--- src/rtl/lvdc_io_port_if.sv ---
// CPU-side bus of the LVDC I/O port: port select, active-low strobes and data.
interface lvdc_io_port_if #(
  parameter int DATA_W = 26,
  parameter int ADDR_W = 4
);
  logic [ADDR_W-1:0] I;
  logic              nIOR;
  logic              nIOW;
  logic [DATA_W-1:0] db_in;
  logic [DATA_W-1:0] db_out;
  logic              db_oe;

  modport master (output I, nIOR, nIOW, db_in, input db_out, db_oe);
  modport slave  (input I, nIOR, nIOW, db_in, output db_out, db_oe);
endinterface

--- src/rtl/lvdc_io_port.sv ---
// LVDC I/O port controller: GPO latches, GPI port, mode-0 SPI master and
// a maskable edge-latched interrupt controller behind a strobed CPU bus.
module lvdc_io_port #(
  parameter int DATA_W  = 26,
  parameter int ADDR_W  = 4,
  parameter int N_GPO   = 2,
  parameter int GPO_W   = 8,
  parameter int SPI_W   = 8,
  parameter int SPI_DIV = 2,
  parameter int N_INT   = 4
) (
  input  logic                   clk,
  input  logic                   rstb,
  lvdc_io_port_if.slave          bus,
  output logic [N_GPO*GPO_W-1:0] gpo,
  input  logic [GPO_W-1:0]       gpi,
  input  logic [N_INT-1:0]       int_src,
  input  logic                   int_inhibit,
  output logic                   interrupt,
  output logic                   spi_cs_n,
  output logic                   sck,
  output logic                   sdo,
  input  logic                   sdi
);
  localparam logic [ADDR_W-1:0] P_SPI  = ADDR_W'(8);
  localparam logic [ADDR_W-1:0] P_STAT = ADDR_W'(9);
  localparam logic [ADDR_W-1:0] P_CTRL = ADDR_W'(10);
  localparam logic [ADDR_W-1:0] P_ICLR = ADDR_W'(11);
  localparam logic [ADDR_W-1:0] P_GPI  = ADDR_W'(12);
  localparam int DIV_CW = (SPI_DIV > 1) ? $clog2(SPI_DIV) : 1;
  localparam int BIT_CW = $clog2(SPI_W + 1);

  typedef enum logic [1:0] {S_IDLE, S_SHIFT, S_DONE} spi_state_t;

  logic [1:0]             nior_sy, niow_sy;
  logic                   nior_d, niow_d;
  logic [GPO_W-1:0]       gpi_sy0, gpi_sy1;
  logic [N_INT-1:0]       int_sy0, int_sy1, int_prev;
  logic                   rd_pulse, wr_pulse, rd_take;
  logic                   wr_spi;
  logic [N_INT-1:0]       int_rise, iclr;

  logic [N_GPO-1:0][GPO_W-1:0] gpo_r;
  logic [N_INT-1:0]       mask, pending;
  logic                   cs_force, overrun;
  logic [DATA_W-1:0]      rdata;

  spi_state_t             spi_state, spi_next;
  logic [DIV_CW-1:0]      div_cnt;
  logic [BIT_CW-1:0]      bit_cnt;
  logic [SPI_W-1:0]       sh, spi_rx;
  logic                   sdi_q;
  logic                   tick, busy;
  logic                   unused_db;

  assign unused_db = ^bus.db_in;

  always_ff @(posedge clk or negedge rstb) begin
    if (!rstb) begin
      nior_sy  <= '1;
      niow_sy  <= '1;
      nior_d   <= 1'b1;
      niow_d   <= 1'b1;
      gpi_sy0  <= '0;
      gpi_sy1  <= '0;
      int_sy0  <= '0;
      int_sy1  <= '0;
      int_prev <= '0;
    end else begin
      nior_sy  <= {nior_sy[0], bus.nIOR};
      niow_sy  <= {niow_sy[0], bus.nIOW};
      nior_d   <= nior_sy[1];
      niow_d   <= niow_sy[1];
      gpi_sy0  <= gpi;
      gpi_sy1  <= gpi_sy0;
      int_sy0  <= int_src;
      int_sy1  <= int_sy0;
      int_prev <= int_sy1;
    end
  end

  assign rd_pulse = nior_d & ~nior_sy[1];
  assign wr_pulse = niow_d & ~niow_sy[1];
  // A simultaneous write wins; the read pulse is simply dropped.
  assign rd_take  = rd_pulse & ~wr_pulse;
  assign wr_spi   = wr_pulse && (bus.I == P_SPI);
  assign int_rise = int_sy1 & ~int_prev;
  assign iclr     = (wr_pulse && (bus.I == P_ICLR)) ? bus.db_in[N_INT-1:0] : '0;

  always_comb begin
    rdata = '0;
    for (int unsigned k = 0; k < N_GPO; k++)
      if (bus.I == ADDR_W'(k)) rdata = DATA_W'(gpo_r[k]);
    case (bus.I)
      P_SPI:  rdata = DATA_W'(spi_rx);
      P_STAT: begin
        rdata[0]           = busy;
        rdata[1]           = overrun;
        rdata[2]           = interrupt;
        rdata[N_INT+7:8]   = pending;
      end
      P_CTRL: begin
        rdata[N_INT-1:0] = mask;
        rdata[8]         = cs_force;
      end
      P_GPI:  rdata = DATA_W'(gpi_sy1);
      default: ;
    endcase
  end

  always_ff @(posedge clk or negedge rstb) begin
    if (!rstb) begin
      gpo_r      <= '0;
      mask       <= '0;
      cs_force   <= 1'b0;
      pending    <= '0;
      overrun    <= 1'b0;
      interrupt  <= 1'b0;
      bus.db_out <= '0;
      bus.db_oe  <= 1'b0;
    end else begin
      for (int unsigned k = 0; k < N_GPO; k++)
        if (wr_pulse && (bus.I == ADDR_W'(k))) gpo_r[k] <= bus.db_in[GPO_W-1:0];
      if (wr_pulse && (bus.I == P_CTRL)) begin
        mask     <= bus.db_in[N_INT-1:0];
        cs_force <= bus.db_in[8];
      end
      // New edges take priority over a same-cycle clear.
      pending   <= (pending & ~iclr) | int_rise;
      interrupt <= |(pending & mask) & ~int_inhibit;
      if (wr_spi && (spi_state != S_IDLE)) overrun <= 1'b1;
      else if (rd_take && (bus.I == P_STAT)) overrun <= 1'b0;
      if (rd_take) begin
        bus.db_out <= rdata;
        bus.db_oe  <= 1'b1;
      end else if (nior_sy[1]) begin
        bus.db_out <= '0;
        bus.db_oe  <= 1'b0;
      end
    end
  end

  assign gpo  = gpo_r;
  assign tick = (div_cnt == DIV_CW'(SPI_DIV - 1));

  always_ff @(posedge clk or negedge rstb) begin
    if (!rstb) spi_state <= S_IDLE;
    else       spi_state <= spi_next;
  end

  // DONE is entered on the last falling sck, so the shift register is complete.
  always_comb begin
    spi_next = spi_state;
    case (spi_state)
      S_IDLE:  if (wr_spi) spi_next = S_SHIFT;
      S_SHIFT: if (tick && sck && (bit_cnt == BIT_CW'(SPI_W - 1))) spi_next = S_DONE;
      S_DONE:  spi_next = S_IDLE;
      default: spi_next = S_IDLE;
    endcase
  end

  always_comb begin
    busy     = (spi_state != S_IDLE);
    spi_cs_n = (spi_state == S_IDLE) ? ~cs_force : 1'b0;
    sdo      = (spi_state == S_SHIFT) ? sh[SPI_W-1] : 1'b0;
  end

  always_ff @(posedge clk or negedge rstb) begin
    if (!rstb) begin
      div_cnt <= '0;
      bit_cnt <= '0;
      sck     <= 1'b0;
      sh      <= '0;
      spi_rx  <= '0;
      sdi_q   <= 1'b0;
    end else begin
      case (spi_state)
        S_IDLE: begin
          div_cnt <= '0;
          bit_cnt <= '0;
          sck     <= 1'b0;
          if (wr_spi) sh <= bus.db_in[SPI_W-1:0];
        end
        S_SHIFT: begin
          if (tick) begin
            div_cnt <= '0;
            sck     <= ~sck;
            if (sck) begin
              sh      <= (sh << 1) | SPI_W'(sdi_q);
              bit_cnt <= bit_cnt + 1'b1;
            end else begin
              sdi_q <= sdi;
            end
          end else begin
            div_cnt <= div_cnt + 1'b1;
          end
        end
        S_DONE:  spi_rx <= sh;
        default: ;
      endcase
    end
  end
endmodule

--- src/flat_wrapper.sv ---
// flat-port wrapper written by rule: the top's interface ports become plain ports
module lvdc_io_port_flat 
#(
  parameter int DATA_W  = 26,
  parameter int ADDR_W  = 4,
  parameter int N_GPO   = 2,
  parameter int GPO_W   = 8,
  parameter int SPI_W   = 8,
  parameter int SPI_DIV = 2,
  parameter int N_INT   = 4
)
  (clk, rstb, gpo, gpi, int_src, int_inhibit, interrupt, spi_cs_n, sck, sdo, sdi, bus_I, bus_nIOR, bus_nIOW, bus_db_in, bus_db_out, bus_db_oe);
  lvdc_io_port_if #(.DATA_W(DATA_W), .ADDR_W(ADDR_W)) bus_i ();
  input  logic clk;
  input  logic rstb;
  output logic [N_GPO*GPO_W-1:0] gpo;
  input  logic [GPO_W-1:0] gpi;
  input  logic [N_INT-1:0] int_src;
  input  logic int_inhibit;
  output logic interrupt;
  output logic spi_cs_n;
  output logic sck;
  output logic sdo;
  input  logic sdi;
  input wire logic [$bits(bus_i.I)-1:0] bus_I;
  input wire logic [$bits(bus_i.nIOR)-1:0] bus_nIOR;
  input wire logic [$bits(bus_i.nIOW)-1:0] bus_nIOW;
  input wire logic [$bits(bus_i.db_in)-1:0] bus_db_in;
  output wire logic [$bits(bus_i.db_out)-1:0] bus_db_out;
  output wire logic [$bits(bus_i.db_oe)-1:0] bus_db_oe;
  assign bus_i.I = bus_I;
  assign bus_i.nIOR = bus_nIOR;
  assign bus_i.nIOW = bus_nIOW;
  assign bus_i.db_in = bus_db_in;
  assign bus_db_out = bus_i.db_out;
  assign bus_db_oe = bus_i.db_oe;
  lvdc_io_port #(.DATA_W(DATA_W), .ADDR_W(ADDR_W), .N_GPO(N_GPO), .GPO_W(GPO_W), .SPI_W(SPI_W), .SPI_DIV(SPI_DIV), .N_INT(N_INT)) u_core (.clk(clk), .rstb(rstb), .bus(bus_i), .gpo(gpo), .gpi(gpi), .int_src(int_src), .int_inhibit(int_inhibit), .interrupt(interrupt), .spi_cs_n(spi_cs_n), .sck(sck), .sdo(sdo), .sdi(sdi));
endmodule
--- config.mk ---
export PLATFORM = sky130hd
export DESIGN_NAME = lvdc_io_port_flat
export DESIGN_NICKNAME = d
export VERILOG_FILES = /design/src/rtl/lvdc_io_port_if.sv /design/src/rtl/lvdc_io_port.sv /design/src/flat_wrapper.sv
export SDC_FILE = /design/constraint.sdc
export NUM_CORES = 1
export LEC_CHECK = 0
export ABC_AREA = 1
export CORE_MARGIN = 2
export CORE_UTILIZATION = 50
export CTS_CLUSTER_DIAMETER = 100
export DETAILED_ROUTE_END_ITERATION = 8
export PLACE_DENSITY = 0.9
export RECOVER_POWER = 100
export SLEW_MARGIN = 20
export SYNTH_ARGS = -nofsm -noshare
export SYNTH_HDL_FRONTEND = slang
export SYNTH_SLANG_ARGS = --single-unit
export TNS_END_PERCENT = 5
--- constraint.sdc ---
create_clock -name clk -period 1.7 [get_ports clk]
set_input_delay 0.34 -clock clk [delete_from_list [all_inputs] [get_ports clk]]
set_output_delay 0.34 -clock clk [all_outputs]
set_load 0.05 [all_outputs]
Yosys cells after proc, flatten, opt, wreduce, memory -nomap -nowiden
Cells that the tools add are included.
{"block": "word_totals", "reg_bits": 113, "latchBits": 0, "ramBits": 0, "rom_bits": 0, "inputBits": 48, "mem_count": 0}
{"block": "op_classes", "addsub": 2, "n_mul": 0, "div_mod_pow": 0, "n_lt_le_gt_ge": 0, "n_eq_ne": 13, "shift": 0, "n_mux": 30, "bitwise_logic": 17, "n_reduce_logical": 22}
{"cell": "26-bit 2-to-1 mux", "count": 2}
{"cell": "8-bit 2-to-1 mux", "count": 5}
{"cell": "4-bit == test, second input constant", "count": 5}
{"cell": "4-bit case mux with 2 select lines", "count": 2}
{"cell": "8-bit case mux with 2 select lines", "count": 1}
{"cell": "4-bit bitwise AND", "count": 3}
{"cell": "4-bit 2-to-1 mux", "count": 3}
{"cell": "3-bit case mux with 4 select lines", "count": 1}
{"cell": "1-bit logical AND", "count": 9}
{"cell": "1-bit 2-to-1 mux", "count": 8}
{"cell": "2-bit by 1-bit inequality test with 1-bit output, second input constant", "count": 4}
{"cell": "4-bit inverter", "count": 2}
{"cell": "8-bit by 1-bit OR with 8-bit output", "count": 1}
{"cell": "2-bit nonzero test", "count": 4}
{"cell": "1-bit inverter", "count": 6}
{"cell": "1-bit case mux with 3 select lines", "count": 2}
{"cell": "3-bit case mux with 2 select lines", "count": 1}
{"cell": "3-bit AND reduction", "count": 2}
{"cell": "4-bit by 1-bit adder with 4-bit output, second input constant", "count": 1}
{"cell": "1-bit bitwise AND", "count": 4}
{"cell": "4-bit by 1-bit == test with 1-bit output, second input constant", "count": 1}
{"cell": "4-bit by 3-bit == test with 1-bit output, second input constant", "count": 1}
{"cell": "4-bit logical NOT", "count": 1}
{"cell": "2-bit 2-to-1 mux", "count": 2}
{"cell": "11 further kinds", "count": 13}

Longest topological paths before layout
Gate-level depths: netlist of the first run.
{"block": "depth", "ltp_word": 7, "depth_mapped": 10, "ltp_nobuf": 9}

Worst setup path before layout of the first run
Ideal clock, no wire load.
{"block": "synth_path", "path_kind": "register -> output", "start": "register u_core.spi_state[1]", "end": "output port sdo", "t_arrival_ps": 1443, "required_ps": 1360, "path_slack_ps": -83, "path_stages_with_launch": 5, "path_cell_list": "dfrtp_1 inv_2 nand2_2 clkbuf_1 nor2_1"}
{"block": "synth_between", "elab_chain_len": 2}
{"element": "start, declared", "line": "lvdc_io_port.sv:48", "text": "spi_state_t spi_state, spi_next;"}
{"element": "start signal, assigned", "line": "lvdc_io_port.sv:148", "text": "else spi_state <= spi_next;"}
{"element": "2-bit by 1-bit == test with 1-bit output", "line": "lvdc_io_port.sv:165", "text": "sdo = (spi_state == S_SHIFT) ? sh[SPI_W-1] : 1'b0;"}
{"element": "1-bit 2-to-1 mux", "line": "lvdc_io_port.sv:165"}
{"element": "end, declared", "line": "flat_wrapper.sv:23", "text": "output logic sdo;"}
No other way between the ends.

Final worst setup path of the first run
{"block": "layout_path", "start": "register u_core.spi_state[0]", "end": "output port spi_cs_n"}
{"block": "layout_between", "elab_chain_len": 2}
{"element": "2-bit logical NOT", "line": "lvdc_io_port.sv:164", "text": "spi_cs_n = (spi_state == S_IDLE) ? ~cs_force : 1'b0;"}
{"element": "1-bit 2-to-1 mux", "line": "lvdc_io_port.sv:164"}
{"element": "end, declared", "line": "flat_wrapper.sv:21", "text": "output logic spi_cs_n;"}
No other way between the ends.

==> results.sh, run 1 <==
export IMPL_crit_chain="inv_2 > nand2_4 > nor2_4 > buf_12"
export IMPL_synth_top_area_share_pct=56.6
export IMPL_ys_async_sr_fraction_pct=100
export IMPL_synthTopCellsByArea="dfrtp_1 (57%), nand2_1 (11%), nand3_1 (5.5%)"
export IMPL_yosys_top_cells_count="nand2_1 (121), dfrtp_1 (93), nand3_1 (45)"
export IMPL_r2r_slack_ns=0.16
export IMPL_area_growth_pct=26.7
export IMPL_syn_area_per_cell_um2=9.43
export IMPL_place_ws_ns=-0.214
export IMPL_hpwl_um=6860
export IMPL_synth_cell_types=27
export IMPL_p_leak_nw=2.60
export IMPL_cts_sinks=99
export IMPL_fin_nets=583
export IMPL_hold_viol_final=0
export IMPL_finalPower_w=0.00645
export IMPL_grt_overflow_total=0
export IMPL_endpoint_kind="output port"
export IMPL_power_density_nw_per_um2=1240
export IMPL_gp_congestion=0.852
export IMPL_status="finished, final reports clean"
export IMPL_grt_setup_unrepaired="yes"
export IMPL_critPathSlowestCell="dfrtp_1"
export IMPL_diodes=0
export IMPL_rows=33
export IMPL_fmax_mhz=609
export IMPL_h_tree_depth=3
export IMPL_synth_ff_type="dfrtp_1"
export IMPL_relSlewSlack_pct=57.4
export IMPL_worst_slack_ns=0.0585
export IMPL_ios=95
export IMPL_cts_buffers=9
export IMPL_start_util_pct=50.8
export IMPL_synth_most_common_cell="nand2_1"
export IMPL_grt_pass1_vias=3218
export IMPL_critical_path_class="flip-flop to output port"
export IMPL_io_buffer_count=63
export IMPL_yosysWarnings=0
export IMPL_dr_pass1_iters=5
export IMPL_cp_slowest_stage_delay_ns=0.43
export IMPL_yosysSeqAreaShare_pct=60.4
export IMPL_num_vias=3290
export IMPL_cts_tree="built"
export IMPL_ir_drop_v=0.000840
export IMPL_maxCapViolCount=0
export IMPL_viasPerCell=5.11
export IMPL_core_area_um2=8090
export IMPL_clock_root_buffer="clkbuf_8"
export IMPL_drive_gt1_share_pct=23.7
export IMPL_die_y_um=94.7
export IMPL_die_x_um=94.7
export IMPL_min_period_ns=1.64
export IMPL_worstPathRequired_ns=1.36
export IMPL_wl_per_cell_um=14.2
export IMPL_drc=0
export IMPL_grt_max_degree=50
export IMPL_worstMarginPinSlew_ns=0.639
export IMPL_syn_area_um2=4110
export IMPL_hold_slack_ns=0.354
export IMPL_drt_iter0_markers=166
export IMPL_synth_edf_count=0
export IMPL_ant_nets=0
export IMPL_final_max_slew_violation_count=0
export IMPL_antenna_found_initial=0
export IMPL_clock_latency_ns=0.38
export IMPL_clkTransAtPathRegs_ns=0.09
export IMPL_skew_ns=0.0104
export IMPL_min_path_type="flip-flop to flip-flop"
export IMPL_worstSetupStartpointType="flip-flop"
export IMPL_synth_cells=436
export IMPL_fin_util_pct=64.4
export IMPL_setup_viol=0
export IMPL_wirelength_um=9160
export IMPL_grt_pass1_wl_um=15100
export IMPL_yosys_area_top_type="dfrtp_1"
export IMPL_dieArea_um2=8970
export IMPL_setup_tns_ns=0
export IMPL_ys_ff_latch=99
export IMPL_cts_buffer_depth=2
export IMPL_post_route_period_util_pct=96.6
export IMPL_crit_arrival_ns=1.30
export IMPL_cp_max_fo=4
export IMPL_grt_use_total_pct=22.5
state kept, by name (all words and copies together) (netlist names), 2 cells and up:
name and flops:
u_core.gpo 16, u_core.bus.db_out 12, u_core.gpi_sy0 8, u_core.gpi_sy1 8, u_core.sh 8, u_core.spi_rx 8
u_core.bit_cnt 4, u_core.int_prev 4, u_core.int_sy0 4, u_core.int_sy1 4, u_core.mask 4, u_core.pending 4
u_core.nior_sy 2, u_core.niow_sy 2, u_core.spi_state 2
what timing repair did:
| action | in CTS | in global routing |
|---|---|---|
| buffers inserted | 0 | 1 |
| endpoints found under the hold margin | 18 | 0 |
| hold buffers | 1 | 0 |
| endpoints found under the setup margin | 2 | 3 |
| resized for setup | 4 | 2 |
| pin swaps | 1 | 0 |
layout by cell type (no fill, tap or decap), drive strengths merged, types with 6 or more instances in the layout:
cell,synthesis,layout
dfstp,6,6
inv,37,39
nand2,128,128
clkdlybuf4s50,0,15
dlygate4sd3,0,15
a21oi,8,8
dfrtp,93,93
nor2,29,29
o21ai,52,52
buf,24,65
conb,1,14
nand3,45,45
clkbuf,1,14
routing by layer:
| layer | track usage [%] | wire, um | vias to the layer above | part of all wire (%) |
|---|---|---|---|---|
| li1 | - | - | 1571 | - |
| met1 | 29.0 | 3770 | 1573 | 41 |
| met2 | 35.7 | 4590 | 119 | 50 |
| met3 | 5.67 | 561 | 27 | 6.1 |
| met4 | 10.5 | 229 | 0 | 2.5 |
| met5 | 0 | 0 | - | 0 |
layout make-up:
cell class / count / area (um2)
tap: 105 / 131
timing repair buffer: 99 / 847
clock inverter: 6 / 71.3
multi-input combinational: 288 / 1400
inverter: 37 / 139
fill: 667 / 2880
clock buffer: 10 / 138
sequential: 99 / 2480
kinds of logic after synthesis:
kind of cell             synth area share [%]
multiplexers                             1.10
other                                  0.0912
adder cells (fa/ha/maj)                 0.304
AND/OR/NAND/NOR                          22.1
buffers and inverters                    7.42
flip-flops                               60.4
AO/OA/AOI/OAI                            8.61
power by group:
part / internal [W] / leakage (nW) / switching [W] / total, W
combinational: 0.000666 / 1.28 / 0.00125 / 0.00192
clock: 0.000732 / 0.0995 / 0.000833 / 0.00157
sequential: 0.00270 / 1.22 / 0.000266 / 0.00296
total: 0.00410 / 2.60 / 0.00235 / 0.00645
worst max-delay path: cells and delay by family (launching register included):
family | cells | cell delay, ns
AND/OR/NAND/NOR | 2 | 0.22
buffers and inverters | 2 | 0.27
flip-flops | 1 | 0.43
stage by stage:
step	std cells	area, um2
2_1_floorplan	449	4160
3_3_place_gp	626	4980
3_5_place_dp	626	4980
4_1_cts	643	5210
5_1_grt	644	5210
6_report	644	5210
final timing paths:
kind / start / endpoint / cells after the start
setup reg to reg: u_core.niow_sy[1] / u_core.bus.db_out[8] / 6
max in group asynchronous: rstb / u_core.gpi_sy0[4] / 3
min in group asynchronous: rstb / u_core.gpi_sy1[7] / 2
hold reg to reg: u_core.int_sy0[2] / u_core.int_sy1[2] / 0
hold / removal: u_core.int_sy0[2] / u_core.int_sy1[2] / 0
setup / recovery: u_core.spi_state[0] / spi_cs_n / 4
Note: power is estimated with default switching activity, not from simulation.
==> run 2: changes to the inputs <==
- CAP_MARGIN: unset -> 20
- CTS_BUF_LIST: unset -> sky130_fd_sc_hd__clkbuf_16
==> results.sh, run 2 (synthesis results as in run 1) <==
export IMPL_worstPathRequired_ns=1.36
export IMPL_cp_max_fo=6
export IMPL_maxCapViolCount=0
export IMPL_critical_path_class="flip-flop to output port"
export IMPL_grt_overflow_total=0
export IMPL_cpLargestDelayFamily="flip-flops"
export IMPL_grt_use_total_pct=24.0
export IMPL_final_max_slew_violation_count=0
export IMPL_p_leak_nw=2.64
export IMPL_drt_iter0_markers=259
export IMPL_h_tree_depth=3
export IMPL_cts_tree="built"
export IMPL_grt_pass1_vias=3338
export IMPL_fin_util_pct=65.4
export IMPL_rows=33
export IMPL_area_growth_pct=28.7
export IMPL_num_vias=3418
export IMPL_cp_num_buf_inv=2
export IMPL_min_path_type="flip-flop to flip-flop"
export IMPL_status="finished, final reports clean"
export IMPL_skew_ns=0.00505
export IMPL_rr_startpoint="u_core.niow_sy[1]"
export IMPL_ant_nets=0
export IMPL_fin_nets=582
export IMPL_route_met3_wl_um=607
export IMPL_hold_slack_ns=0.348
export IMPL_power_density_nw_per_um2=1320
export IMPL_grt_max_degree=50
export IMPL_ios=95
export IMPL_die_y_um=94.7
export IMPL_largest_reg_flops=16
export IMPL_crit_arrival_ns=1.31
export IMPL_crit_chain="inv_2 > nand2_2 > nor2_4 > buf_12"
export IMPL_start_util_pct=50.8
export IMPL_layout_commonest_cell="nand2_1"
export IMPL_die_x_um=94.7
export IMPL_dr_wl_met2_um=5100
export IMPL_post_route_period_util_pct=97.0
export IMPL_viasPerCell=5.32
export IMPL_cts_buffers=9
export IMPL_cp_slowest_stage_delay_ns=0.43
export IMPL_wl_met1_um=3970
export IMPL_worstMarginPinSlew_ns=0.635
export IMPL_holdCritStartpoint="u_core.int_sy0[2]"
export IMPL_gp_congestion=0.852
export IMPL_ir_drop_v=0.000837
export IMPL_mostFrequentLayoutCells="nand2_1 (120), dfrtp_1 (93), buf_4 (61)"
export IMPL_clkTransAtPathRegs_ns=0.07
export IMPL_clock_root_buffer="clkbuf_16"
export IMPL_drc=0
export IMPL_relSlewSlack_pct=57.6
export IMPL_grt_pass1_wl_um=16100
export IMPL_fmax_mhz=607
export IMPL_worstSetupStartpointType="flip-flop"
export IMPL_place_inst=626
export IMPL_setup_viol=0
export IMPL_dr_pass1_iters=5
export IMPL_top_layer_used="met4"
export IMPL_stdcell_count=643
export IMPL_dieArea_um2=8970
export IMPL_hpwl_um=6860
export IMPL_clock_latency_ns=0.35
export IMPL_antenna_found_initial=0
export IMPL_critPathSlowestCell="dfrtp_1"
export IMPL_hold_viol_final=0
export IMPL_cts_buffer_depth=2
export IMPL_min_period_ns=1.65
export IMPL_endpoint_kind="output port"
export IMPL_startpoint="u_core.spi_state[1]"
export IMPL_diodes=0
export IMPL_wirelength_um=10000
export IMPL_drive_gt1_share_pct=23.4
export IMPL_post_cts_buffers=0
export IMPL_grt_setup_unrepaired="yes"
export IMPL_wl_per_cell_um=15.6
export IMPL_io_buffer_count=63
export IMPL_cts_sinks=99
export IMPL_core_area_um2=8090
run 2: cell type report:
cell class / count / area (um2)
clock inverter: 7 / 75.1
fill: 654 / 2800
inverter: 37 / 139
timing repair buffer: 98 / 843
tap: 105 / 131
clock buffer: 9 / 225
multi-input combinational: 288 / 1390
sequential: 99 / 2480
run 2: final timing paths:
| path | cells after the start | end | slack (ns) |
|---|---|---|---|
| worst min-delay path | 0 | u_core.int_sy1[2] | 0.35 |
| worst min register to register | 0 | u_core.int_sy1[2] | 0.35 |
| worst max-delay path | 4 | sdo | 0.05 |
| worst max register to register | 6 | u_core.bus.db_out[8] | 0.10 |
| min in group asynchronous | 2 | u_core.bus.db_out[6] | 0.54 |
| max in group asynchronous | 3 | u_core.gpo[12] | 0.25 |
run 2: repair_timing:
item	CTS	global route
resized for setup	2	3
endpoints found under the setup margin	1	2
pin swaps	1	0
hold endpoints to repair	18	0
hold buffers	1	0
run 2: stage by stage:
| step | area (um2) | TNS [ns] | power, W | setup WS (ns) |
|---|---|---|---|---|
| floorplan | 4160 | 0 | 0.00428 | 0.124 |
| global placement | 4980 | -3.59 | 0.00481 | -0.156 |
| detailed placement | 4980 | -4.83 | 0.00491 | -0.214 |
| CTS | 5300 | 0 | 0.00695 | 0.0299 |
| global route | 5290 | -0.00653 | 0.00728 | -0.00653 |
| finish | 5290 | 0 | 0.00696 | 0.0512 |
run 2: metal layers:
layer  up-vias  global-route usage (%)
met4         0                    11.4
met2       153                    40.3
met1      1656                    29.6
met5         -                       0
met3        38                    5.11
li1       1571                       -
run 2: where the power goes:
group / switching (W) / total, W / internal [W]
logic: 0.00127 / 0.00193 / 0.000661
clock network: 0.000904 / 0.00205 / 0.00115
registers: 0.000280 / 0.00298 / 0.00270
total: 0.00245 / 0.00696 / 0.00451
